===== src/rtl/sid_filter_seq.sv =====
// sid_filter_seq: drives the shared SID filter through a chip 0 then chip 1 pass per sample strobe.
// Define SID_FILTER_SEQ_DUAL_EN to feed the chip 1 pass from its own inputs; otherwise it runs on a zeroed snapshot.
module sid_filter_seq (
   input  logic               clk,
   input  logic               reset_n,
   input  logic               ce_sample,
   input  logic               mode0,
   input  logic               mode1,
   input  logic [15:0]        f0_0,
   input  logic [15:0]        f0_1,
   input  logic [7:0]         res_filt_0,
   input  logic [7:0]         res_filt_1,
   input  logic [7:0]         mode_vol_0,
   input  logic [7:0]         mode_vol_1,
   input  logic signed [21:0] v1_0,
   input  logic signed [21:0] v2_0,
   input  logic signed [21:0] v3_0,
   input  logic signed [21:0] ext_0,
   input  logic signed [21:0] v1_1,
   input  logic signed [21:0] v2_1,
   input  logic signed [21:0] v3_1,
   input  logic signed [21:0] ext_1,
   output logic [2:0]         flt_state,
   output logic               flt_mode,
   output logic [15:0]        flt_f0,
   output logic [7:0]         flt_res_filt,
   output logic [7:0]         flt_mode_vol,
   output logic signed [21:0] flt_voice1,
   output logic signed [21:0] flt_voice2,
   output logic signed [21:0] flt_voice3,
   output logic signed [21:0] flt_ext_in,
   input  logic [17:0]        flt_audio,
   output logic [17:0]        audio_l,
   output logic [17:0]        audio_r,
   output logic               sample_valid,
   output logic               busy,
   output logic               overrun
);

   typedef enum logic {IDLE, RUN} state_t;

   state_t state_q, state_d;
   logic [3:0] cnt_q, cnt_d;

   logic               mode_q, mode_d;
   logic [15:0]        f0_q, f0_d;
   logic [7:0]         res_filt_q, res_filt_d;
   logic [7:0]         mode_vol_q, mode_vol_d;
   logic signed [21:0] voice1_q, voice1_d;
   logic signed [21:0] voice2_q, voice2_d;
   logic signed [21:0] voice3_q, voice3_d;
   logic signed [21:0] ext_q, ext_d;
   logic [17:0]        audio_l_q, audio_l_d;
   logic [17:0]        audio_r_q, audio_r_d;
   logic               sample_valid_q, sample_valid_d;
   logic               overrun_q, overrun_d;

   logic               run, chip1, snap_load, capture;
   logic               src_mode;
   logic [15:0]        src_f0;
   logic [7:0]         src_res_filt, src_mode_vol;
   logic signed [21:0] src_v1, src_v2, src_v3, src_ext;

   always_ff @(posedge clk) begin
      if (!reset_n) begin
         state_q        <= IDLE;
         cnt_q          <= 4'd0;
         mode_q         <= 1'b0;
         f0_q           <= 16'd0;
         res_filt_q     <= 8'd0;
         mode_vol_q     <= 8'd0;
         voice1_q       <= 22'sd0;
         voice2_q       <= 22'sd0;
         voice3_q       <= 22'sd0;
         ext_q          <= 22'sd0;
         audio_l_q      <= 18'd0;
         audio_r_q      <= 18'd0;
         sample_valid_q <= 1'b0;
         overrun_q      <= 1'b0;
      end else begin
         state_q        <= state_d;
         cnt_q          <= cnt_d;
         mode_q         <= mode_d;
         f0_q           <= f0_d;
         res_filt_q     <= res_filt_d;
         mode_vol_q     <= mode_vol_d;
         voice1_q       <= voice1_d;
         voice2_q       <= voice2_d;
         voice3_q       <= voice3_d;
         ext_q          <= ext_d;
         audio_l_q      <= audio_l_d;
         audio_r_q      <= audio_r_d;
         sample_valid_q <= sample_valid_d;
         overrun_q      <= overrun_d;
      end
   end

   // A started pair always runs all 16 steps; strobes during RUN never restart it.
   always_comb begin
      state_d = state_q;
      cnt_d   = cnt_q;
      case (state_q)
         IDLE: begin
            cnt_d = 4'd0;
            if (ce_sample) state_d = RUN;
         end
         RUN: begin
            cnt_d = cnt_q + 4'd1;
            if (cnt_q == 4'd15) state_d = IDLE;
         end
         default: state_d = IDLE;
      endcase
   end

   always_comb begin
      busy      = (state_q == RUN);
      flt_state = busy ? cnt_q[2:0] : 3'd0;
   end

`ifdef SID_FILTER_SEQ_DUAL_EN
   always_comb begin
      src_mode     = chip1 ? mode1      : mode0;
      src_f0       = chip1 ? f0_1       : f0_0;
      src_res_filt = chip1 ? res_filt_1 : res_filt_0;
      src_mode_vol = chip1 ? mode_vol_1 : mode_vol_0;
      src_v1       = chip1 ? v1_1       : v1_0;
      src_v2       = chip1 ? v2_1       : v2_0;
      src_v3       = chip1 ? v3_1       : v3_0;
      src_ext      = chip1 ? ext_1      : ext_0;
   end
`else
   // The chip 1 pass still runs on silence so the filter's rotating chip store stays aligned.
   logic unused_chip1;
   assign unused_chip1 = ^{mode1, f0_1, res_filt_1, mode_vol_1, v1_1, v2_1, v3_1, ext_1};

   always_comb begin
      src_mode     = mode0;
      src_f0       = chip1 ? 16'd0  : f0_0;
      src_res_filt = chip1 ? 8'd0   : res_filt_0;
      src_mode_vol = chip1 ? 8'd0   : mode_vol_0;
      src_v1       = chip1 ? 22'sd0 : v1_0;
      src_v2       = chip1 ? 22'sd0 : v2_0;
      src_v3       = chip1 ? 22'sd0 : v3_0;
      src_ext      = chip1 ? 22'sd0 : ext_0;
   end
`endif

   always_comb begin
      run       = (state_q == RUN);
      chip1     = cnt_q[3];
      snap_load = run && (cnt_q[2:0] == 3'd1);
      capture   = run && (cnt_q[2:0] == 3'd6);

      mode_d     = mode_q;
      f0_d       = f0_q;
      res_filt_d = res_filt_q;
      mode_vol_d = mode_vol_q;
      voice1_d   = voice1_q;
      voice2_d   = voice2_q;
      voice3_d   = voice3_q;
      ext_d      = ext_q;
      audio_l_d  = audio_l_q;
      audio_r_d  = audio_r_q;

      if (snap_load) begin
         mode_d     = src_mode;
         f0_d       = src_f0;
         res_filt_d = src_res_filt;
         mode_vol_d = src_mode_vol;
         voice1_d   = src_v1;
         voice2_d   = src_v2;
         voice3_d   = src_v3;
         ext_d      = src_ext;
      end

      if (capture) begin
`ifdef SID_FILTER_SEQ_DUAL_EN
         if (chip1) audio_r_d = flt_audio;
         else       audio_l_d = flt_audio;
`else
         if (!chip1) begin
            audio_l_d = flt_audio;
            audio_r_d = flt_audio;
         end
`endif
      end

      sample_valid_d = run && (cnt_q == 4'd14);
      overrun_d      = overrun_q | (ce_sample & run);
   end

   assign flt_mode     = mode_q;
   assign flt_f0       = f0_q;
   assign flt_res_filt = res_filt_q;
   assign flt_mode_vol = mode_vol_q;
   assign flt_voice1   = voice1_q;
   assign flt_voice2   = voice2_q;
   assign flt_voice3   = voice3_q;
   assign flt_ext_in   = ext_q;
   assign audio_l      = audio_l_q;
   assign audio_r      = audio_r_q;
   assign sample_valid = sample_valid_q;
   assign overrun      = overrun_q;

endmodule

===== config.mk =====
export PLATFORM = sky130hd
export DESIGN_NAME = sid_filter_seq
export DESIGN_NICKNAME = d
export VERILOG_FILES = /design/src/rtl/sid_filter_seq.sv
export SDC_FILE = /design/constraint.sdc
export NUM_CORES = 1
export LEC_CHECK = 0
export BUFFER_PORTS_ARGS = -buffer_cell sky130_fd_sc_hd__buf_2
export CORE_AREA = 4 4 163 165
export CTS_BUF_LIST = sky130_fd_sc_hd__clkbuf_2
export DETAILED_ROUTE_END_ITERATION = 6
export DIE_AREA = 0 0 167 169
export PLACE_DENSITY = 0.63
export SETUP_SLACK_MARGIN = 0.1
export SLEW_MARGIN = 20
export SYNTH_ARGS = -nofsm -noshare
export SYNTH_HDL_FRONTEND = slang
export SYNTH_SLANG_ARGS = --single-unit

===== constraint.sdc =====
create_clock -name clk -period 4.6 [get_ports clk]
set_clock_uncertainty 0.1 [all_clocks]
set_input_delay 0.92 -clock clk [delete_from_list [all_inputs] [get_ports clk]]
set_output_delay 0.92 -clock clk [all_outputs]
set_load 0.02 [all_outputs]

==> results by group <==
Timing
  – Slew Limit Fails: 0
  – Fmax: 374.5 MHz
  – Final setup vio count: 0
  – Final WS setup: 1.930 ns
  – Final Cycle Share: 58.04%
  – RSZ-0062 raised after global routing: false
  – Final-report hold violation count: 0
  – Sum of negative setup slack: 0 ns
  – Worst Max-Slew Pin Slew: 1.106 ns
  – Rel. slew slack: 26.23%
  – Min Tclk post-route: 2.670 ns

Worst setup path
  – Worst EP required: 3.58 ns
  – Critical path type: reg2out
  – WP data arrival: 1.65 ns
  – R2r setup slk: 2.54 ns
  – CP startpoint kind: register
  – Worst-path fanout max: 12
  – CP Capture Type: output port

Cells and area
  – Area delta synth->final: 28.12%
  – Nets: 1184
  – Filler Cell Count: 2656
  – Multi-input gate area: 3049 sq um
  – Layout cell share with drive strength beyond 1: 36.84%
  – Design area: 8255 sq um
  – Reg area: 2927 sq um

Drt
  – DR vias/cell: 4.297
  – Routed via count: 5427
  – Post-DRT Antenna Nets: 0
  – Total Wirelength: 17.80 mm
  – Initial DRC Count: 270
  – 1st-pass router iterations: 7
  – DRC viols: 0
  – WL/cell: 14.09 um

Logic synthesis
  – YS warnings: 0
  – Synthesized cell area: 6444 sq um
  – Most instantiated cells after synthesis: 159 x nand2_1, 146 x dfxtp_1, 140 x mux2i_1
  – Largest cells by area after synthesis: dfxtp_1 45%, mux2i_1 22%, nand3b_1 14%
  – EDFF count, synth: 0
  – Seq/Total Area, Yosys: 45.36%
  – Flops & latches, synth: 146
  – Primary FF master, synth: dfxtp_1
  – Post-synth top area cell: dfxtp_1
  – Avg Inst Size Synth: 9.661 sq um
  – Synth async-reset ratio: 0%
  – Top cell type's share of synthesized area: 45.36%
  – Syn nets: 933
  – Library cells used by synthesis: 22
  – Most frequent cell after synthesis: nand2_1
  – Syn Inst Count: 667

CTS
  – Maximum root-to-sink buffer count: 2
  – H-tree Lvls: 4
  – Worst-path clk slew: 0.26 ns
  – Post CTS Setup Buffer Count: 0
  – CTS tree: done
  – Hold_buf cts: 0
  – CTS root buf: clkbuf_2
  – CTS-repair resized insts: 0
  – Number of CTS-inserted buffers: 17
  – CTS sink cnt: 146
  – Clock Latency Late Sink: 0.65 ns

GRT
  – First-pass GRT wire length: 28.64 mm
  – Largest net degree at the start of global routing: 149
  – Total track usage: 12.37%
  – Initial antenna violation count: 2
  – GRT overflow: 0
  – Vias in the first global route: 5334

Hold path
  – Hold/Removal Path Class: in2reg

Place
  – GPL Wtd Cong: 0.8181
  – Pre-CTS worst setup slack: 2.082 ns
  – Post-DP HPWL: 12.15 mm
  – IO Port Bufs: 304
  – Placement Cell Area: 8011 sq um

Power and ir drop
  – Max VDD drop: 0.1212 mV
  – Pleak: 3.591 nW
  – PD cells: 279.2 nW/um^2

Run status
  – Status: completed

Floorplanning
  – Die height: 169 um
  – Core region area: 25040 sq um
  – Row count: 58
  – Die W: 167 um
  – Starting Density: 25.74%
  – Die ar.: 28220 sq um
  – Num ports: 426

Flow run
  – Max-Cap Viols: 0
==> per-layer routing <==
layer / track usage [%] / vias up / wire length (um)
li1: - / 2721 / -
met1: 14.38 / 2474 / 7247
met2: 20.68 / 223 / 8519
met3: 5.698 / 9 / 1863
met4: 3.308 / 0 / 170
met5: 0 / - / 0
==> logic make-up after synthesis <==
kind of cell | Yosys count | synth area share (%)
mux | 140 | 21.75
flops | 146 | 45.36
xor+xnor | 1 | 0.1359
simple gates | 292 | 24.50
fa+ha+maj | 3 | 0.5826
buf+inv | 82 | 7.379
compound gates | 3 | 0.2911
==> critical path, cell delays in order, from the launching register on <==
cell and delay [ns]:
dfxtp_1 0.59, and2_1 0.22, buf_2 0.18
==> placed cells by master (no fill, tap or decap), drive strengths merged, types with 2 or more instances in the layout <==
| master | instances |
|---|---|
| and2 | 3 |
| clkinvlp | 2 |
| clkinv | 6 |
| nor2 | 3 |
| mux2i | 140 |
| clkbuf | 18 |
| inv | 7 |
| bufinv | 2 |
| diode | 2 |
| nand2 | 159 |
| dfxtp | 146 |
| nand3b | 121 |
| buf | 311 |
| nand3 | 2 |
| ha | 3 |
==> path summary, 6_finish.rpt <==
kind            startpoint       endpoint  depth (start not counted)
max                   busy   flt_state[2]                          2
min           flt_audio[4]     audio_r[4]                          3
max reg2reg       cnt_q[0]  flt_voice3[8]                          4
min reg2reg  flt_voice1[9]  flt_voice1[9]                          2
==> layout make-up <==
type,instances,share of cell area [%]
diodes,2,0.06062
clock buffers,17,1.031
clock inverters,15,1.864
inverters,2,0.09094
multi-input cells,439,36.94
flip-flops and latches,146,35.45
well taps,330,5.002
repair buffers,312,19.57
==> power breakdown <==
part	switching, mW	internal [mW]
clock	0.506	0.253
sequential	0.0131	1.29
combinational	0.134	0.107
total	0.654	1.65
==> registers in the layout, summed over array words and instances, names as in the netlist <==
signal / flops
flt_f0: 16
sample_valid: 1
busy: 1
flt_voice1: 22
flt_voice3: 22
flt_mode: 1
cnt_q: 4
flt_mode_vol: 8
flt_res_filt: 8
audio_r: 18
flt_ext_in: 22
overrun: 1
flt_voice2: 22
==> metrics by stage <==
stage          utilization [%]  hold WS (ns)  instances  total power, mW
2_1_floorplan                -        0.3519        667            1.468
3_3_place_gp             32.00        0.3387       1229            1.569
3_5_place_dp             32.00        0.3440       1229            1.574
4_1_cts                  32.95        0.2101       1261            2.371
5_1_grt                  32.97        0.1469       1263            2.452
6_report                 32.97        0.3423       1263            2.305
No activity file was read; power rests on OpenSTA's default activity.
